**config.mk**
```make
export PLATFORM = sky130hd
export DESIGN_NAME = one_four_tdm_demux_flat
export DESIGN_NICKNAME = d
export VERILOG_FILES = /design/src/rtl/one_four_tdm_demux_if.sv /design/src/rtl/one_four_tdm_demux.sv /design/src/flat_wrapper.sv
export SDC_FILE = /design/constraint.sdc
export NUM_CORES = 1
export LEC_CHECK = 0
export CORE_MARGIN = 5
export CORE_UTILIZATION = 46
export CTS_BUF_LIST = sky130_fd_sc_hd__clkbuf_4 sky130_fd_sc_hd__clkbuf_8 sky130_fd_sc_hd__clkbuf_16
export DETAILED_ROUTE_END_ITERATION = 10
export PLACE_DENSITY = 0.78
export SLEW_MARGIN = 20
export SYNTH_ARGS = -nofsm -noshare
export SYNTH_HDL_FRONTEND = slang
export SYNTH_SLANG_ARGS = --single-unit
```
**constraint.sdc**
```tcl
create_clock -name clk -period 2.57 [get_ports clk]
set_clock_uncertainty 0.2 [all_clocks]
set_input_delay 0.3855 -clock clk [delete_from_list [all_inputs] [get_ports clk]]
set_output_delay 0.3855 -clock clk [all_outputs]
set_load 0.02 [all_outputs]
```
**src/rtl/one_four_tdm_demux_if.sv**
```systemverilog
// Bus bundle for the 1-to-4 TDM demultiplexer: serial input side plus
// the four held channel words, their strobes and alignment status.
interface one_four_tdm_demux_if #(
   parameter int W = 8
);
   logic         en;
   logic         din;
   logic         frame_sync;
   logic [W-1:0] a;
   logic [W-1:0] b;
   logic [W-1:0] c;
   logic [W-1:0] d;
   logic         va;
   logic         vb;
   logic         vc;
   logic         vd;
   logic [1:0]   s;
   logic         locked;
   logic         sync_err;

   modport master (
      output en, din, frame_sync,
      input  a, b, c, d, va, vb, vc, vd, s, locked, sync_err
   );

   modport slave (
      input  en, din, frame_sync,
      output a, b, c, d, va, vb, vc, vd, s, locked, sync_err
   );
endinterface

```
**src/rtl/one_four_tdm_demux.sv**
```systemverilog
// Serial TDM demultiplexer: aligns to frame_sync, assembles W-bit slots
// MSB first and distributes them round-robin into four held channel words.
module one_four_tdm_demux #(
   parameter int W = 8
) (
   input logic                   clk,
   input logic                   rst,
   one_four_tdm_demux_if.slave   bus
);
   localparam int CW = $clog2(W);

   typedef enum logic {HUNT, LOCK} state_t;

   state_t        state, state_n;
   logic [W-1:0]  shift_q, shift_n;
   logic [CW-1:0] bit_cnt, bit_cnt_n;
   logic [1:0]    slot, slot_n;
   logic [W-1:0]  ch_q [4];
   logic [W-1:0]  ch_n [4];
   logic [3:0]    strobe_q, strobe_n;
   logic          err_q, err_n;
   logic [W-1:0]  word_in;
   logic          frame_start;

   always_ff @(posedge clk or posedge rst) begin
      if (rst) begin
         state    <= HUNT;
         shift_q  <= '0;
         bit_cnt  <= '0;
         slot     <= '0;
         ch_q     <= '{default: '0};
         strobe_q <= '0;
         err_q    <= 1'b0;
      end else begin
         state    <= state_n;
         shift_q  <= shift_n;
         bit_cnt  <= bit_cnt_n;
         slot     <= slot_n;
         ch_q     <= ch_n;
         strobe_q <= strobe_n;
         err_q    <= err_n;
      end
   end

   always_comb begin
      state_n     = state;
      shift_n     = shift_q;
      bit_cnt_n   = bit_cnt;
      slot_n      = slot;
      ch_n        = ch_q;
      strobe_n    = '0;
      err_n       = 1'b0;
      word_in     = {shift_q[W-2:0], bus.din};
      frame_start = (bit_cnt == '0) && (slot == 2'd0);

      if (bus.en) begin
         unique case (state)
            HUNT: begin
               if (bus.frame_sync) begin
                  shift_n   = word_in;
                  bit_cnt_n = CW'(1);
                  slot_n    = 2'd0;
                  state_n   = LOCK;
               end
            end
            LOCK: begin
               // A sync seen mid-frame drops the partial slot and restarts at slot 0.
               if (bus.frame_sync && !frame_start) begin
                  err_n     = 1'b1;
                  shift_n   = word_in;
                  bit_cnt_n = CW'(1);
                  slot_n    = 2'd0;
               end else if (!bus.frame_sync && frame_start) begin
                  err_n   = 1'b1;
                  state_n = HUNT;
               end else begin
                  shift_n = word_in;
                  if (bit_cnt == CW'(W - 1)) begin
                     ch_n[slot]     = word_in;
                     strobe_n[slot] = 1'b1;
                     bit_cnt_n      = '0;
                     slot_n         = slot + 2'd1;
                  end else begin
                     bit_cnt_n = bit_cnt + CW'(1);
                  end
               end
            end
            default: state_n = HUNT;
         endcase
      end
   end

   assign bus.a        = ch_q[0];
   assign bus.b        = ch_q[1];
   assign bus.c        = ch_q[2];
   assign bus.d        = ch_q[3];
   assign bus.va       = strobe_q[0];
   assign bus.vb       = strobe_q[1];
   assign bus.vc       = strobe_q[2];
   assign bus.vd       = strobe_q[3];
   assign bus.s        = slot;
   assign bus.locked   = (state == LOCK);
   assign bus.sync_err = err_q;
endmodule

```
**src/flat_wrapper.sv**
```systemverilog
// flat-port wrapper written by rule: the top's interface ports become plain ports
module one_four_tdm_demux_flat 
#(
   parameter int W = 8
)
  (clk, rst, bus_en, bus_din, bus_frame_sync, bus_a, bus_b, bus_c, bus_d, bus_va, bus_vb, bus_vc, bus_vd, bus_s, bus_locked, bus_sync_err);
  one_four_tdm_demux_if #(.W(W)) bus_i ();
  input logic clk;
  input logic rst;
  input wire logic [$bits(bus_i.en)-1:0] bus_en;
  input wire logic [$bits(bus_i.din)-1:0] bus_din;
  input wire logic [$bits(bus_i.frame_sync)-1:0] bus_frame_sync;
  output wire logic [$bits(bus_i.a)-1:0] bus_a;
  output wire logic [$bits(bus_i.b)-1:0] bus_b;
  output wire logic [$bits(bus_i.c)-1:0] bus_c;
  output wire logic [$bits(bus_i.d)-1:0] bus_d;
  output wire logic [$bits(bus_i.va)-1:0] bus_va;
  output wire logic [$bits(bus_i.vb)-1:0] bus_vb;
  output wire logic [$bits(bus_i.vc)-1:0] bus_vc;
  output wire logic [$bits(bus_i.vd)-1:0] bus_vd;
  output wire logic [$bits(bus_i.s)-1:0] bus_s;
  output wire logic [$bits(bus_i.locked)-1:0] bus_locked;
  output wire logic [$bits(bus_i.sync_err)-1:0] bus_sync_err;
  assign bus_i.en = bus_en;
  assign bus_i.din = bus_din;
  assign bus_i.frame_sync = bus_frame_sync;
  assign bus_a = bus_i.a;
  assign bus_b = bus_i.b;
  assign bus_c = bus_i.c;
  assign bus_d = bus_i.d;
  assign bus_va = bus_i.va;
  assign bus_vb = bus_i.vb;
  assign bus_vc = bus_i.vc;
  assign bus_vd = bus_i.vd;
  assign bus_s = bus_i.s;
  assign bus_locked = bus_i.locked;
  assign bus_sync_err = bus_i.sync_err;
  one_four_tdm_demux #(.W(W)) u_core (.clk(clk), .rst(rst), .bus(bus_i));
endmodule
```
# After elaboration in Yosys (flattened, before gate mapping)
# Cells that the tools add are included.
[classes] bitwise_logic=4 magnitude_cmp=4 div_mod_pow=0 n_addsub=2 n_reduce_logical=12 n_eq_ne=4 mux=32 multipliers=0 n_shift=0
[ops] operator="bitwise mux 32 bit" n=1
[ops] operator="two-way mux 7 bit" n=3
[ops] operator="two-way mux 4 bit" n=5
[ops] operator="demux 8 bit (select 2 bit)" n=1
[ops] operator="one-hot mux 7 bit (2 select lines)" n=1
[ops] operator="two-way mux 3 bit" n=4
[ops] operator="two-way mux 1 bit" n=8
[ops] operator="two-way mux 2 bit" n=4
[ops] operator="two-way mux 8 bit" n=1
[ops] operator="inequality test 3 bit (second input constant)" n=2
[ops] operator="one-hot mux 3 bit (2 select lines)" n=1
[ops] operator="logical AND 1 bit" n=5
[ops] operator="AND reduction 5 bit" n=1
[ops] operator="one-hot mux 2 bit (2 select lines)" n=1
[ops] operator="AND reduction 4 bit" n=1
[ops] operator="adder 3 x 1 -> 3 bit (second input constant)" n=1
[ops] operator="== test 3 bit (second input constant)" n=1
[ops] operator="greater-or-equal comparator 3 bit (second input constant)" n=1
[ops] operator="logical NOT 3 bit" n=1
[ops] operator="less-than comparator 2 x 3 -> 1 bit (second input constant)" n=1
[ops] operator="less-than comparator 3 x 1 -> 1 bit (second input constant)" n=1
[ops] operator="inverter 1 bit" n=3
[ops] operator="inverter 2 -> 3 bit" n=1
[ops] operator="AND reduction 3 bit" n=1
[ops] operator="other kinds (7)" n=8
[totals] elab_cells=68 reg_bits=50 romBits=0 memories=0 latch_bits=0 mem_bits_rw=0 out_inout_bits=40

# Longest topological paths before layout
[depth] word_depth=9 ltp_mapped=10

# Worst setup path before layout
# Ideal clock, no wire load.
[synth_path] path_type="flip-flop to flip-flop" startpoint="register u_core.slot[0], in the netlist u_core.bus.s[0]" endpoint="register u_core.ch_q, in the netlist u_core.bus.a[0]" t_arrival_ps=2192 slack_ps=53 required_ps=2245 stages_incl_launch_ff=11 n_path_buf=1 path_cell_list="dfrtp_1 inv_1 ha_1 nand2_1 nor2_1 inv_1 ha_1 and4_4 buf_12 nand2_8 mux2_4"
[synth_via] elab_chain_len=6 word_cells_on_any_way=15 classes_between="order compare: 2; mux: 3; bitwise: 3; reduce/logical: 7"
[synth_rtl] element="start, declared" line_no="one_four_tdm_demux.sv:17" rtl="logic [1:0] slot, slot_n;"
[synth_rtl] element="start signal, assigned" line_no="one_four_tdm_demux.sv:38" rtl="slot <= slot_n;"
[synth_rtl] element="inverter 2 -> 3 bit (not written as such) or logical NOT 2 bit (tied branches)" line_no="one_four_tdm_demux.sv:79, one_four_tdm_demux.sv:54"
[synth_rtl] element="greater-or-equal comparator 3 bit (not written as such), or another cell as far along" line_no="one_four_tdm_demux.sv:79" rtl="ch_n[slot] = word_in;"
[synth_rtl] element="logical AND 1 bit (not written as such) or logical NOT 1 bit (tied branches)" line_no="one_four_tdm_demux.sv:79, one_four_tdm_demux.sv:68"
[synth_rtl] element="two-way mux 8 bit (not written as such) or logical AND 1 bit (tied branches)" line_no="one_four_tdm_demux.sv:79, one_four_tdm_demux.sv:68"
[synth_rtl] element="demux 8 bit (select 2 bit) or inverter 1 bit (tied branches)"
[synth_rtl] element="bitwise mux 32 bit or AND reduction 5 bit (tied branches)"
[synth_rtl] element="end signal, assigned" line_no="one_four_tdm_demux.sv:39" rtl="ch_q <= ch_n;"
[synth_rtl] element="end, declared" line_no="one_four_tdm_demux.sv:18" rtl="logic [W-1:0] ch_q [4];"
# Several ways; a longest one is shown, not always the timed one.
# A chain may end at the register's enable or synchronous reset.

# Worst setup path after layout
[layout_path] startpoint="register u_core.slot[0], in the netlist u_core.bus.s[0]" endpoint="register u_core.ch_q, in the netlist u_core.bus.d[2]"
# The elaborated chain is that of the path after synthesis.

==> impl_summary.md <==
Outcome
The flow ran to the end, and the final reports show no timing, DRC or antenna violations.

Worst setup path
The biggest fanout along the worst timing path is 8. The critical path is of the reg2reg type. The origin of the critical flop-to-flop path is u_core.bus.s[0]. Walking the worst path, the cells encountered are inv_1 -> ha_1 -> nand2_1 -> nor2_2 -> inv_1 -> ha_1 -> and4_4 -> nand2_8 -> mux2_4. Measured in cells, the most critical reg-to-reg path has a length of 9.

The cell type of the slowest stage on the worst timing path is sky130_fd_sc_hd__dfrtp_2. The data required time at the worst endpoint is 2560 ps. The flop-to-flop setup slack is 150 ps. The maximum cell stage delay along the critical path is 450 ps. The worst register-to-register path ends at u_core.bus.d[2]. The type of destination of the critical path is a register. The data arrival time at the worst-slack endpoint is 2410 ps. The kind of launch point of the worst setup path is a register.

Placement
The worst setup slack before clock tree synthesis is 99.29 ps. The placed wire-length estimate is 3215 um. The number of placed instances, taps included is 255. The congestion estimate from routability-driven global placement came to 0.8819.

During placement, the flow inserted port buffers numbering 44.

GRT
Global routing finished with a remaining overflow of 0. The via count of the first global-routing pass is 1389. The pin count of the biggest net entering global routing is 21. The global routing usage summed across all routing layers is 14.56%. The initial antenna violation count came to 0. The global-route wire length before repair is 7079 um.

STA
The number of failing hold endpoints at the final stage was 0. The number of max-slew violations in the final report is 0. The final critical path takes up 94.26% of the cycle. Counting I/O delays and the setup requirement, the final critical path takes 2423 ps. The maximum frequency from static timing analysis is 0.4128 GHz. Setup repair after global routing left no endpoint under its margin. Setup violations remaining at the end of the flow were counted as 0. Measured against its own limit, the worst slew margin works out to 74.53%.

At the pin with the least slew margin, the transition time is 381.5 ps. Setup total negative slack on the finished layout was measured at 0 ps. The final worst setup slack is 147.4 ps.

Layout
The finished layout holds 263 standard cells, fillers aside. The antenna diode count is 0. Of the cells placed in the final design, the portion with a size suffix greater than 1 is 31.63%.

The count of fill cells added during filler insertion is 372. The area growth from synthesis to layout is 27.19%. For this run, the post-layout net count is 210.

Logic synthesis
The post-synthesis xor/xnor area fraction is 0%. After Yosys synthesis, full adders, half adders and majority gates account for 5.516% of the synthesized area. The count of synthesis-stage warnings from yosys is 0. After synthesis, the share of cell area in mux cells is 26.03%. The average cell area after synthesis is 15.97 um^2.

The post-synthesis cell type count is 25. The largest total area in the synthesized netlist belongs to sky130_fd_sc_hd__dfrtp_1. The cell count after synthesis is 142. Yosys attributes the largest share of cell area to sky130_fd_sc_hd__dfrtp_1 55%, sky130_fd_sc_hd__mux2_4 21%, sky130_fd_sc_hd__ha_1 5.5%. Synthesis produced a netlist with a net count of 157. The synthesized design devotes to its leading area cell type 55.16% of total area. The synthesized netlist occupies a cell area of 0.002268 mm^2. In this run, synthesis produced a sequential element count of 50. The synthesized netlist devotes 1.875% of its cell area to compound gates. The share of the Yosys chip area taken by registers is 55.16%. After Yosys synthesis, and, or, nand and nor cells account for 8.218% of the synthesized area.

The largest family of logic cells by synthesized area is multiplexers.

Pwr
The sum of internal, switching and leakage power is 1916 uW. The static power due to leakage is 0.001417 uW. The cell area power density is 664.0 mW/mm^2. The worst ir drop on vdd is 0.4215 mV.

Clock tree
After clock tree synthesis, the repair step resized 0 gates. TritonCTS built the clock tree. The clock net in this run drives a total of 50 sinks. The H-tree depth reported by CTS is 2. Buffers inserted to repair hold after CTS numbered 0. The clock passes through at most 2 buffers. The clock latency on the worst-skew pair is 300 ps. The root cell of the clock tree is sky130_fd_sc_hd__clkbuf_8. After clock tree synthesis, the clock-pin slew on the worst setup and hold paths is 100 ps. Counting the buffers created by CTS gives 5. The total setup buffers inserted after CTS is 0.

Routing
The final routed wirelength across all metal layers is 4281 um. The routed via count is 1304. The count of nets left with antenna violations after detail routing is 0. The average wire length per cell after detail routing is 16.28 um.

The number of DRC markers in iteration 0 is 29. The first detailed-routing pass took 4 iterations. The DRC violations left is 0. The average via count per standard cell is 4.958.

Floorplan
The die outline area is 0.006436 mm^2. Row generation in the floorplan step produced 25 rows. The chip height is 80.23 um. The count of pins on the block boundary is 45. The floorplan step defined a core boundary enclosing 0.004755 mm^2.

The initial standard-cell utilization of the core is 47.71%. The floorplan die width is 80.23 um.

Job
Max-cap violations in this run came to 0.

Worst hold path
The tightest min-delay check is of the in2async type.
==> state kept, by name, indices dropped and copies added, names as in the netlist <==
register	flops
u_core.bus.a	8
u_core.bus.b	8
u_core.bus.c	8
u_core.bus.d	8
u_core.shift_q	7
u_core.strobe_q	4
u_core.bit_cnt	3
u_core.bus.s	2
u_core.bus.locked	1
u_core.bus.sync_err	1
==> cell usage in the layout, fill, tap and decap left out, drive strengths merged, types with 2 or more instances in the layout <==
cell type,netlist,layout
clkinv,0,2
clkdlybuf4s50,0,44
and2,4,4
nor2,3,3
buf,3,5
clkbuf,0,5
ha,10,10
mux2i,2,2
mux2,40,40
nand2,8,8
o21ai,2,2
inv,9,9
dfrtp,50,50
==> cell usage after synthesis <==
| cell | number |
|---|---|
| sky130_fd_sc_hd__a21o_1 | 1 |
| sky130_fd_sc_hd__buf_12 | 1 |
| sky130_fd_sc_hd__nand4b_1 | 1 |
| sky130_fd_sc_hd__or3b_2 | 1 |
| sky130_fd_sc_hd__nor2b_1 | 1 |
| sky130_fd_sc_hd__mux2_2 | 8 |
| sky130_fd_sc_hd__o21ai_0 | 2 |
| sky130_fd_sc_hd__nand2_8 | 4 |
| sky130_fd_sc_hd__dfrtp_1 | 50 |
| sky130_fd_sc_hd__nand3_1 | 1 |
| sky130_fd_sc_hd__buf_4 | 1 |
| sky130_fd_sc_hd__mux2_4 | 32 |
| sky130_fd_sc_hd__nand3b_1 | 1 |
| sky130_fd_sc_hd__o2111ai_1 | 1 |
| sky130_fd_sc_hd__nor2_1 | 3 |
| sky130_fd_sc_hd__inv_1 | 9 |
| sky130_fd_sc_hd__ha_1 | 10 |
| sky130_fd_sc_hd__and2_1 | 4 |
| sky130_fd_sc_hd__and4_4 | 1 |
| sky130_fd_sc_hd__buf_6 | 1 |
| sky130_fd_sc_hd__nand2_1 | 4 |
| sky130_fd_sc_hd__o211ai_1 | 1 |
| sky130_fd_sc_hd__mux2i_1 | 2 |
| sky130_fd_sc_hd__o2bb2ai_1 | 1 |
| sky130_fd_sc_hd__nor3b_1 | 1 |
==> routing by layer <==
layer,vias up,global-route usage (%),wire length [um]
met2,34,24.59,2157
met1,669,18.16,1875
li1,595,-,-
met3,6,4.036,204
met5,-,0,0
met4,0,4.223,44
==> power breakdown <==
part | internal (uW) | switching [uW] | total (uW)
Clock | 192 | 267 | 458
Sequential | 897 | 132 | 1030
Combinational | 237 | 191 | 428
==> layout make-up <==
type	count	area, um^2	area share, %
multi-input cells	80	947.2	32.83
repair buffers	49	478.0	16.57
clock buffers	5	68.82	2.385
clock inverters	3	21.27	0.7372
well taps	67	83.83	2.905
inverters	9	33.78	1.171
flip-flops and latches	50	1252	43.41
==> worst max-delay path, delay by kind of cell, from the launching register on <==
family,cells,cell delay (ps)
adder cells (fa/ha/maj),2,460
buffers and inverters,2,170
flip-flops,1,450
multiplexers,1,320
AND/OR/NAND/NOR,4,710
==> how the worst max path moves through the flow <==
stage	startpoint	cells past startpoint	endpoint	slack (ps)
finish	u_core.bus.s[0]	9	u_core.bus.d[2]	150
CTS	u_core.bus.s[0]	9	u_core.bus.d[2]	80
global route	u_core.bus.s[0]	9	u_core.bus.d[2]	40
floorplan	u_core.bus.s[0]	10	u_core.bus.a[0]	50
detailed placement	u_core.bus.s[0]	9	u_core.bus.d[0]	100
global placement	u_core.bus.s[0]	9	u_core.bus.d[1]	190
==> cell families after synthesis <==
group,Yosys count
flip-flops,50
AND/OR/NAND/NOR,22
adder cells (fa/ha/maj),10
AO/OA/AOI/OAI,6
buffers and inverters,12
multiplexers,42
==> per-stage QoR <==
| stage | cell area [um^2] | utilization [%] | hold WS (ps) |
|---|---|---|---|
| finish | 2885 | 60.68 | 167.4 |
| global route | 2885 | 60.68 | 182.8 |
| CTS | 2882 | 60.61 | 172.8 |
| detailed placement | 2791 | 58.71 | 296.3 |
| global placement | 2791 | 58.71 | 294.0 |
| floorplan | 2268 | - | 281.9 |
No activity file was read; power rests on OpenSTA's default activity.
==> edit 1 (config.mk and constraints unchanged) <==
`W` is set to 8 in 3 places; all go to 16.
--- a/src/rtl/one_four_tdm_demux_if.sv
+++ b/src/rtl/one_four_tdm_demux_if.sv
@@ -3,3 +3,3 @@
 interface one_four_tdm_demux_if #(
-   parameter int W = 8
+   parameter int W = 16
 );
--- a/src/rtl/one_four_tdm_demux.sv
+++ b/src/rtl/one_four_tdm_demux.sv
@@ -3,3 +3,3 @@
 module one_four_tdm_demux #(
-   parameter int W = 8
+   parameter int W = 16
 ) (
--- a/src/flat_wrapper.sv
+++ b/src/flat_wrapper.sv
@@ -3,3 +3,3 @@
 #(
-   parameter int W = 8
+   parameter int W = 16
 )
Ports: changed (resized bus_a, bus_b, bus_c and bus_d); port bits go from 45 to 77. No check against the original RTL was run, so the function may have changed too.
==> edit 1 against the original RTL <==
- fmax shrank 1.7%
- total power grew 67%
- global-route usage grew 0.47 points
- sequential cell count grew 41
- worst setup slack lost 0.042 ns
- cell area grew 72%
- routed wire length grew 68%
- synthesized cell count grew 65%
- area after synthesis grew 67%
- critical path depth grew 1
- utilization grew 0.24 points
- critical path type unchanged
- largest power group unchanged
==> edit 1: results (changes against the original RTL) <==
- Post-DP HPWL: 4980 µm (was 3210 µm)
- Met2 wire len: 3360 µm (was 2160 µm)
- Outcome: finished, final reports clean (unchanged)
- R2R depth: 10 (was 9)
- Design area: 4960 µm² (was 2890 µm²)
- Layout cells sized above 1: 35.2% (was 31.6%)
- R2R Path Start: u_core.bus.s[1] (was u_core.bus.s[0])
- Met3 Usage GRT: 4.91% (was 4.04%)
- Worst slew pin tran: 0.567 ns (was 0.381 ns)
- Top cells by count, synth: 91 x dfrtp_1, 40 x mux2_4, 39 x mux2_2 (was 50 x dfrtp_1, 32 x mux2_4, 10 x ha_1)
- Data buffer area share: 17.0% (was 16.6%)
- Sequential-to-total area share from yosys stat: 60.2% (was 55.2%)
- Met3 WL: 488 µm (was 204 µm)
- VDD IR max: 0.394 mV (was 0.422 mV)
- Global routing usage on met1: 21.2% (was 18.2%)
- Post-DP Area: 4710 µm² (was 2790 µm²)
- Pleak: 0.00241 µW (was 0.00142 µW)
- First-pass GRT wire length: 11800 µm (was 7080 µm)
- Fin nets: 339 (was 210)
- Met1 wire length: 3290 µm (was 1880 µm)
- FF/Latch Area: 2280 µm² (was 1250 µm²)
- Inverters: 10 (was 9)
- Clk tree area frac: 4.04% (was 3.12%)
- Number of global-route vias before repair: 2301 (was 1389)
- # rows: 33 (was 25)
- Worst setup endpoint: u_core.bus.b[8] (was u_core.bus.d[2])
- Slowest stage delay, CP: 0.40 ns (was 0.45 ns)
- Mapped Nets: 249 (was 157)
- Ranking of synthesized cells by area: dfrtp_1 60%, mux2_4 16%, mux2_2 12% (was dfrtp_1 55%, mux2_4 21%, ha_1 5.5%)
- Area taken by multi-input logic gates: 1460 µm² (was 947 µm²)
- Internal power: 2280 µW (was 1330 µW)
- GP Congestion: 0.808 (was 0.882)
- Tightest Hold Check Type: in2async (unchanged)
- GRT Resource Usage Total: 15.0% (was 14.6%)
- Synth Instances: 235 (was 142)
- Non-clock buffers: 85 (was 49)
- Placed cells: 417 (was 255)
- Seq pwr share: 56.1% (was 53.7%)
- Clk_lat worst skew: 0.35 ns (was 0.30 ns)
- Comb_multi_in: 128 (was 80)
- 1st-iter DRT viols: 61 (was 29)
- Htree depth: 3 (was 2)
- Pre-CTS WS: -0.00562 ns (was 0.0993 ns)
- Met2 Use GR: 22.1% (was 24.6%)
- Crit path max fanout: 16 (was 8)
- FILL cells: 631 (was 372)
- Clock buffer count: 9 (was 5)
- DR WL/cell: 16.6 µm (was 16.3 µm)
- IO buf count: 76 (was 44)
- Routed via count: 2196 (was 1304)
- Largest net degree at the start of global routing: 92 (was 21)
- Slack of the critical path: 0.105 ns (was 0.147 ns)
- Hold Slack: 0.285 ns (was 0.167 ns)
- Library cells used by synthesis: 27 (was 25)
- Final Total Pwr: 3200 µW (was 1920 µW)
- FF+latch count: 91 (was 50)
## edit 1: changes by cell type in the layout (fill, tap and decap cells not counted), sizes merged, moves of 2 or more
| cell | before | now |
|---|---|---|
| o21ai | 2 | 8 |
| mux2 | 40 | 79 |
| clkdlybuf4s50 | 44 | 76 |
| buf | 5 | 9 |
| clkbuf | 5 | 9 |
| inv | 9 | 11 |
| mux2i | 2 | 0 |
| nand3 | 1 | 5 |
| dfrtp | 50 | 91 |
## edit 1: worst min-delay path, stage by stage
cell	delay [ns]
clkdlybuf4s50_1	0.44
clkinvlp_4	0.09
buf_12	0.36
## edit 1: logic make-up (layout without fill, tap and decap cells)
logic type	Yosys count	in the layout	share of synthesized area [%]
adders and majority gates	9	9	2.98
AOI/OAI and AO/OA	11	11	1.72
DFF	91	91	60.2
and+or+nand+nor	29	29	5.23
buffers and inverters	16	111	2.41
muxes	79	79	27.5
## edit 1: what timing repair did
item	in CTS	in global routing
endpoints found under the setup margin	25	64
pin swaps	0	1
gates resized for setup	0	4
setup buffers	0	2
==> edit 2 (config.mk and constraints unchanged) <==
Made on the original files. Make the reset (`rst`) synchronous in one clocked block.
--- a/src/rtl/one_four_tdm_demux.sv
+++ b/src/rtl/one_four_tdm_demux.sv
@@ -24,3 +24,3 @@
 
-   always_ff @(posedge clk or posedge rst) begin
+   always_ff @(posedge clk) begin
       if (rst) begin
Behaviour: differs if rst is asserted again (counterexample within 4 cycles, from zero or initial values and one cycle with rst high); with rst held inactive, the same outputs for 10 cycles.
==> edit 2 against the original RTL <==
- worst setup slack better by 0.058 ns
- area after synthesis fell by 14%
- cell area down 12%
- routed wire length is 3.0% lower
- first-iteration DRC count grew to 3.0 times the old value
- sequential cell count unchanged
Power is not compared: it rests on default switching activity, and its combinational part moved more than twofold at a synthesized area within 25%.
==> edit 2: results (changes against the original RTL) <==
- GRT Resource Usage Total: 15.4% (was 14.6%)
- Number of global-route vias before repair: 1475 (was 1389)
- Met3 Usage GRT: 4.41% (was 4.04%)
- DRT Wirelength: 4150 µm (was 4280 µm)
- Clk slew on worst S/H paths: 0.08 ns (was 0.10 ns)
- PwrDens: 517 nW/µm²
- IO buf count: 44 (unchanged)
- R2R depth: 11 (was 9)
- Longest Clk Path Bufs: 2 (unchanged)
- Library cells used by synthesis: 23 (was 25)
- Warnings from Yosys: 0 (unchanged)
- Ranking of synthesized cells by area: dfxtp_1 51%, a21oi_1 11%, nand2_1 10% (was dfrtp_1 55%, mux2_4 21%, ha_1 5.5%)
- Asr flop ratio synth: 0% (was 100%)
- Clk_lat worst skew: 0.30 ns (about the same)
- Multiplexer area fraction after synthesis: 0% (was 26.0%)
- Syn Area/Cell: 8.30 µm² (was 16.0 µm²)
- Met2 Use GR: 25.3% (was 24.6%)
- Synth Area in Compound Gates: 13.3% (was 1.88%)
- Largest net degree at the start of global routing: 40 (was 21)
- Tightest Hold Check Type: reg2reg (was in2async)
- Layout cells sized above 1: 7.25% (was 31.6%)
- Area taken by multi-input logic gates: 843 µm² (was 947 µm²)
- Global routing usage on met1: 19.4% (was 18.2%)
- Worst slew pin tran: 0.516 ns (was 0.381 ns)
- R2R Setup Slk: 0.21 ns (was 0.15 ns)
- Worst setup endpoint: u_core.shift_q[1] (was u_core.bus.d[2])
- Met1 wire length: 1970 µm (was 1880 µm)
- Placed cells: 318 (was 255)
- Met3 WL: 243 µm (was 204 µm)
- Fin nets: 289 (was 210)
- DR WL/cell: 12.7 µm (was 16.3 µm)
- Grt total ovfl: 0 (unchanged)
- Pre-CTS WS: 0.137 ns (was 0.0993 ns)
- Fin crit period: 2.36 ns (was 2.42 ns)
- Mapped Nets: 249 (was 157)
- Met2 wire len: 1890 µm (was 2160 µm)
- Crit path max fanout: 7 (was 8)
- Sequential-to-total area share from yosys stat: 51.3% (was 55.2%)
- First-pass GRT wire length: 6600 µm (was 7080 µm)
- Outcome: finished, final reports clean (unchanged)
- Setup crit start: u_core.bus.s[1] (was u_core.bus.s[0])
- Post-DP Area: 2430 µm² (was 2790 µm²)
- Vias per inst: 5.05 (was 4.96)
- Top cells by count, synth: 52 x nand2_1, 50 x dfxtp_1, 43 x a21oi_1 (was 50 x dfrtp_1, 32 x mux2_4, 10 x ha_1)
- Adder-cell share of the synthesized area: 5.78% (was 5.52%)
- 1st-iter DRT viols: 86 (was 29)
- Hold Slack: 0.255 ns (was 0.167 ns)
[edit 2: final cells by class]
| cell class | instances | share of cell area (%) |
|---|---|---|
| sequential | 50 | 39.5 |
| multi-input combinational | 162 | 33.3 |
| timing repair buffer | 49 | 19.9 |
| inverter | 7 | 1.04 |
| tap | 50 | 2.47 |
| clock buffer | 6 | 3.26 |
| clock inverter | 2 | 0.494 |
[edit 2: what timing repair did]
item | 4_1_cts | 5_1_grt
buffers inserted | 0 | 0
endpoints found under the setup margin | 0 | 11
resized for setup | 0 | 2
[edit 2: worst max-delay path, cell delays in order, from the launching register on]
cell and delay [ns]:
dfxtp_1 0.34, inv_1 0.10, ha_1 0.20, nand2_1 0.06, or2_2 0.29, inv_1 0.07, ha_1 0.12, and2b_1 0.19
o21ai_2 0.29, buf_4 0.21, nand2_1 0.06, a21oi_1 0.16
